$ cat config.mk
export PLATFORM = sky130hd
export DESIGN_NAME = intersection_controller
export DESIGN_NICKNAME = d
export VERILOG_FILES = /design/src/rtl/traffic_pkg.sv /design/src/rtl/phase_timer.sv /design/src/rtl/intersection_controller.sv
export SDC_FILE = /design/constraint.sdc
export NUM_CORES = 1
export LEC_CHECK = 0
export CAP_MARGIN = 30
export CORE_UTILIZATION = 55
export CTS_BUF_LIST = sky130_fd_sc_hd__clkbuf_16
export CTS_CLUSTER_DIAMETER = 120
export DETAILED_ROUTE_END_ITERATION = 10
export GPL_TIMING_DRIVEN = 0
export PLACE_DENSITY = 0.79
export SYNTH_ARGS = -nofsm -noshare
export SYNTH_HDL_FRONTEND = slang
export SYNTH_SLANG_ARGS = --single-unit
export TNS_END_PERCENT = 50
$ cat constraint.sdc
create_clock -name clk_50_mhz -period 2.49 [get_ports clk_50_mhz]
set_input_delay 0.6225 -clock clk_50_mhz [delete_from_list [all_inputs] [get_ports clk_50_mhz]]
set_output_delay 0.6225 -clock clk_50_mhz [all_outputs]
set_load 0.1 [all_outputs]
$ cat src/rtl/traffic_pkg.sv
// Shared types and lamp codes for the intersection phase sequencer.
package traffic_pkg;

  typedef enum logic [2:0] {
    ST_INIT,
    ST_NS_GREEN,
    ST_NS_YELLOW,
    ST_RED_A,
    ST_EW_GREEN,
    ST_EW_YELLOW,
    ST_RED_B,
    ST_FLASH
  } state_t;

  // Lamp heads are {red, yellow, green}
  localparam logic [2:0] LAMP_RED = 3'b100;
  localparam logic [2:0] LAMP_YEL = 3'b010;
  localparam logic [2:0] LAMP_GRN = 3'b001;
  localparam logic [2:0] LAMP_OFF = 3'b000;

endpackage

$ cat src/rtl/phase_timer.sv
// Second-tick edge detector on the master timer square wave plus a
// clearable, saturating seconds counter.
module phase_timer #(
  parameter int unsigned CNT_W = 8
) (
  input  logic             clk_50_mhz,
  input  logic             rst,
  input  logic             clk_mstr,
  input  logic             clear,
  output logic             tick,
  output logic [CNT_W-1:0] count
);

  logic clk_mstr_d;

  always_ff @(posedge clk_50_mhz) begin
    if (rst) clk_mstr_d <= 1'b0;
    else     clk_mstr_d <= clk_mstr;
  end

  assign tick = clk_mstr & ~clk_mstr_d;

  // Clear (state entry) takes priority over a coincident tick
  always_ff @(posedge clk_50_mhz) begin
    if (rst || clear)              count <= '0;
    else if (tick && (count != '1)) count <= count + 1'b1;
  end

endmodule

$ cat src/rtl/intersection_controller.sv
// Two-road intersection phase sequencer: timed, request-driven signal heads,
// pedestrian WALK lamp and night/fault flash mode.
module intersection_controller
  import traffic_pkg::*;
#(
  parameter int unsigned NS_MIN_T = 8,
  parameter int unsigned EW_T     = 6,
  parameter int unsigned YEL_T    = 3,
  parameter int unsigned ALLRED_T = 1,
  parameter int unsigned WALK_T   = 4,
  parameter int unsigned CNT_W    = 8
) (
  input  logic       clk_50_mhz,
  input  logic       rst,
  input  logic       clk_mstr,
  output logic       timer_enable_n,
  input  logic       ew_sensor,
  input  logic       ped_btn,
  input  logic       flash,
  output logic [2:0] ns_lamp,
  output logic [2:0] ew_lamp,
  output logic       walk
);

  localparam logic [CNT_W-1:0] NS_LAST     = CNT_W'(NS_MIN_T - 1);
  localparam logic [CNT_W-1:0] EW_LAST     = CNT_W'(EW_T - 1);
  localparam logic [CNT_W-1:0] YEL_LAST    = CNT_W'(YEL_T - 1);
  localparam logic [CNT_W-1:0] ALLRED_LAST = CNT_W'(ALLRED_T - 1);
  localparam logic [CNT_W-1:0] WALK_LIM    = CNT_W'(WALK_T);

  state_t           state, state_nxt;
  logic             tick;
  logic [CNT_W-1:0] count;
  logic             enter, enter_ew;
  logic             ew_req, ped_req, walk_en, flash_on;

  phase_timer #(.CNT_W(CNT_W)) u_phase_timer (
    .clk_50_mhz (clk_50_mhz),
    .rst        (rst),
    .clk_mstr   (clk_mstr),
    .clear      (enter),
    .tick       (tick),
    .count      (count)
  );

  always_ff @(posedge clk_50_mhz) begin
    if (rst) state <= ST_INIT;
    else     state <= state_nxt;
  end

  always_comb begin
    state_nxt = state;
    if (flash) begin
      state_nxt = ST_FLASH;
    end else begin
      case (state)
        ST_INIT:      if (tick && count == ALLRED_LAST) state_nxt = ST_NS_GREEN;
        ST_NS_GREEN:  if (tick && count >= NS_LAST && ew_req) state_nxt = ST_NS_YELLOW;
        ST_NS_YELLOW: if (tick && count == YEL_LAST) state_nxt = ST_RED_A;
        ST_RED_A:     if (tick && count == ALLRED_LAST) state_nxt = ST_EW_GREEN;
        ST_EW_GREEN:  if (tick && count == EW_LAST) state_nxt = ST_EW_YELLOW;
        ST_EW_YELLOW: if (tick && count == YEL_LAST) state_nxt = ST_RED_B;
        ST_RED_B:     if (tick && count == ALLRED_LAST) state_nxt = ST_NS_GREEN;
        ST_FLASH:     state_nxt = ST_INIT;
        default:      state_nxt = ST_INIT;
      endcase
    end
    enter    = (state_nxt != state);
    enter_ew = enter && (state_nxt == ST_EW_GREEN);
  end

  // Requests clear on EW green entry, but a same-cycle set is kept
  always_ff @(posedge clk_50_mhz) begin
    if (rst) begin
      ew_req  <= 1'b0;
      ped_req <= 1'b0;
      walk_en <= 1'b0;
    end else begin
      ew_req  <= (ew_req  & ~enter_ew) | ew_sensor | ped_btn;
      ped_req <= (ped_req & ~enter_ew) | ped_btn;
      if (enter_ew) walk_en <= ped_req;
    end
  end

  always_ff @(posedge clk_50_mhz) begin
    if (rst)                                  flash_on <= 1'b0;
    else if (enter && state_nxt == ST_FLASH)  flash_on <= 1'b1;
    else if (state == ST_FLASH && tick)       flash_on <= ~flash_on;
  end

  always_ff @(posedge clk_50_mhz) begin
    if (rst) timer_enable_n <= 1'b1;
    else     timer_enable_n <= 1'b0;
  end

  always_comb begin
    ns_lamp = LAMP_RED;
    ew_lamp = LAMP_RED;
    walk    = 1'b0;
    case (state)
      ST_NS_GREEN:  ns_lamp = LAMP_GRN;
      ST_NS_YELLOW: ns_lamp = LAMP_YEL;
      ST_EW_GREEN: begin
        ew_lamp = LAMP_GRN;
        walk    = walk_en && (count < WALK_LIM);
      end
      ST_EW_YELLOW: ew_lamp = LAMP_YEL;
      ST_FLASH: begin
        ns_lamp = flash_on ? LAMP_YEL : LAMP_OFF;
        ew_lamp = flash_on ? LAMP_RED : LAMP_OFF;
      end
      default: ;
    endcase
  end

endmodule

==> impl_metrics.json <==
{
  "synth-seq-cells": 17,
  "die_w_microns": 48.4,
  "cp-start-kind": "flip-flop",
  "grt.overflow.total": 0,
  "mostFrequentLayoutCell": "dfxtp_1",
  "globalplace.congestion": 0.847,
  "synth_cell_types": 39,
  "nets": 171,
  "vias": 1130,
  "max_cap_violations": 0,
  "rows": 16,
  "criticalPathCategory": "flip-flop to output pin",
  "clock.fmax_mhz": 413,
  "slowest_delay_ns": 0.85,
  "p_total_uw": 841,
  "multiInputGateArea_sq_um": 810,
  "status": "completed",
  "core_sq_um": 2000,
  "clk_pin_slew_ns": 0.05,
  "avgViaCountPerCell": 6.04,
  "skew_ns": 0.00160,
  "crit_path_top_delay_cell": "clkdlybuf4s15_1",
  "whs_ns": 0.486,
  "vdd_ir_drop_max_mv": 0.474,
  "drc": 0,
  "synth.avg_cell_area_sq_um": 8.35,
  "numCtsBuffers": 3,
  "end_kind": "output pin",
  "regArea_sq_um": 342,
  "initial_core_util_pct": 59.3,
  "post-route-util_pct": 75.2,
  "grt_pass1_vias": 1031,
  "worstPathRequired_ns": 1.87,
  "grt_pass1_wl_microns": 4610,
  "grt_start_max_net_pins": 12,
  "wl_met3_microns": 242,
  "cts_root_buffer": "clkbuf_16",
  "hold_path.class": "flip-flop to flip-flop",
  "yosys_warnings": 0,
  "power.density_nw_per_um2": 559,
  "die_area_sq_um": 2350,
  "drive_gt1_share_pct": 26.3,
  "wl_met2_microns": 1330,
  "synth_edf_count": 0,
  "min_period_ns": 2.42,
  "crit_fanout": 10,
  "slew_headroom_pct": 36.0,
  "pin_count": 14,
  "power_leakage_nw": 0.571,
  "insertion_delay_ns": 0.25,
  "post-route-period-util_pct": 97.2,
  "antennaDiodeCount": 0,
  "drtPass1Iterations": 4,
  "ant_nets": 0,
  "ys.flop_type": "dfxtp_1",
  "layout_common_cells": "dfxtp_1, nand2_1, o21ai_0, nand3_1, a211oi_2",
  "fillCellCount": 147,
  "synth_area_sq_um": 1190,
  "worstMarginPinSlew_ns": 0.957,
  "clock-sinks": 17,
  "synth_cells": 142,
  "setup_viol": 0,
  "worstPathArrival_ns": 1.80,
  "antenna_found_initial": 0,
  "area_growth_pct": 26.9,
  "finalWirelength_microns": 2770,
  "syn_nets": 152,
  "drtIter0Drc": 42,
  "avgRoutedWirePerCell_microns": 14.8,
  "cts_buffer_depth": 2,
  "dp_slack_ns": -0.685,
  "maxSlewViolCount": 0,
  "postSynth.asyncResetShare_pct": 0,
  "htreeDepth": 1,
  "crit_path_cell_trace": "buf_4, nor3b_4, clkdlybuf4s15_1",
  "hold_viol": 0,
  "chipHeight_microns": 48.4,
  "seq_area_frac_synth_pct": 28.7,
  "fin_ws_ns": 0.0689,
  "io_buffers": 13,
  "rsz0062_at_grt": "no",
  "cts_tree": "built",
  "top_layer_used": "met4",
  "grtUsageTotal_pct": 25.1,
  "drt-met1-wl_microns": 1140,
  "dp_hpwl_microns": 1900
}
## state kept, by name (all words and copies together), names as in the netlist
name,count
u_phase_timer.count,8
flash_on,1
timer_enable_n,1
ped_req,1
ew_req,1
walk_en,1
state,3
u_phase_timer.clk_mstr_d,1
## power by group
| group | switching [mW] | internal (mW) | total [mW] |
|---|---|---|---|
| Sequential | 0.00971 | 0.283 | 0.293 |
| Clock | 0.117 | 0.216 | 0.333 |
| Combinational | 0.148 | 0.0682 | 0.216 |
| Total | 0.274 | 0.567 | 0.841 |
## kinds of logic after synthesis
family | Yosys count | share of synthesized area, %
xor gates and xnor gates | 3 | 2.22
and+or+nand+nor | 61 | 30.0
buffers and inverters | 17 | 7.91
AOI/OAI and AO/OA | 35 | 22.7
adders and majority gates | 4 | 4.22
muxes | 5 | 4.32
DFF | 17 | 28.7
## metrics by stage
| stage | setup TNS [ns] | cells | cell area, sq um |
|---|---|---|---|
| 2_1_floorplan | -0.731 | 142 | 1210 |
| 3_3_place_gp | -5.98 | 182 | 1370 |
| 3_5_place_dp | -6.03 | 182 | 1370 |
| 4_1_cts | 0 | 185 | 1450 |
| 5_1_grt | 0 | 187 | 1510 |
| 6_report | 0 | 187 | 1510 |
## critical path, delay by kind of cell, from the launching register on
kind	cells	cell delay [ns]
buffers and inverters	2	1.02
flip-flops	1	0.31
AND/OR/NAND/NOR	1	0.22
## layer usage
layer | global-route usage (%) | vias to the layer above
met5 | 0 | -
met4 | 10.3 | 0
met2 | 41.5 | 58
met3 | 3.14 | 7
li1 | - | 550
met1 | 33.1 | 515
## synthesized netlist by cell type (all sizes together) (2+ instances only)
| library cell | count | share of area, % |
|---|---|---|
| a211oi | 9 | 9.1 |
| a21o | 3 | 1.9 |
| a21oi | 6 | 2.5 |
| and2 | 2 | 1.1 |
| and3 | 4 | 2.5 |
| buf | 5 | 4.1 |
| clkbuf | 5 | 1.6 |
| dfxtp | 17 | 29 |
| ha | 4 | 4.2 |
| inv | 7 | 2.2 |
| mux2i | 4 | 3.4 |
| nand2 | 15 | 4.7 |
| nand2b | 4 | 2.1 |
| nand3 | 9 | 3.8 |
| nand4 | 4 | 2.1 |
| nor2 | 7 | 2.2 |
| nor2b | 4 | 2.1 |
| nor3 | 4 | 1.7 |
| nor3b | 2 | 1.3 |
| nor4 | 2 | 2.3 |
| nor4b | 2 | 2.7 |
| o21a | 2 | 1.3 |
| o21ai | 9 | 3.8 |
| xor2 | 2 | 1.5 |
## cell type report
type	instances	share of cell area (%)
clock buffer	3	4.99
tap	27	2.24
timing repair buffer	16	9.89
inverter	7	2.00
clock inverter	1	0.333
buffer	8	4.07
sequential	17	22.7
multi-input combinational	108	53.8
## final timing paths
check                               from                      to  slack [ns]  depth (start not counted)
setup reg to reg  u_phase_timer.count[4]  u_phase_timer.count[0]        0.41                          8
setup / recovery                state[0]              ns_lamp[0]        0.07                          3
hold / removal                    ew_req                  ew_req        0.49                          2
hold reg to reg                   ew_req                  ew_req        0.49                          2
## what timing repair did
item                       in CTS  in global routing
hold buffers                    0                  0
resized for setup              27                 18
pin swaps                       0                  3
setup buffers                   0                  3
setup endpoints to repair      18                 16
No activity file was read; power rests on OpenSTA's default activity.
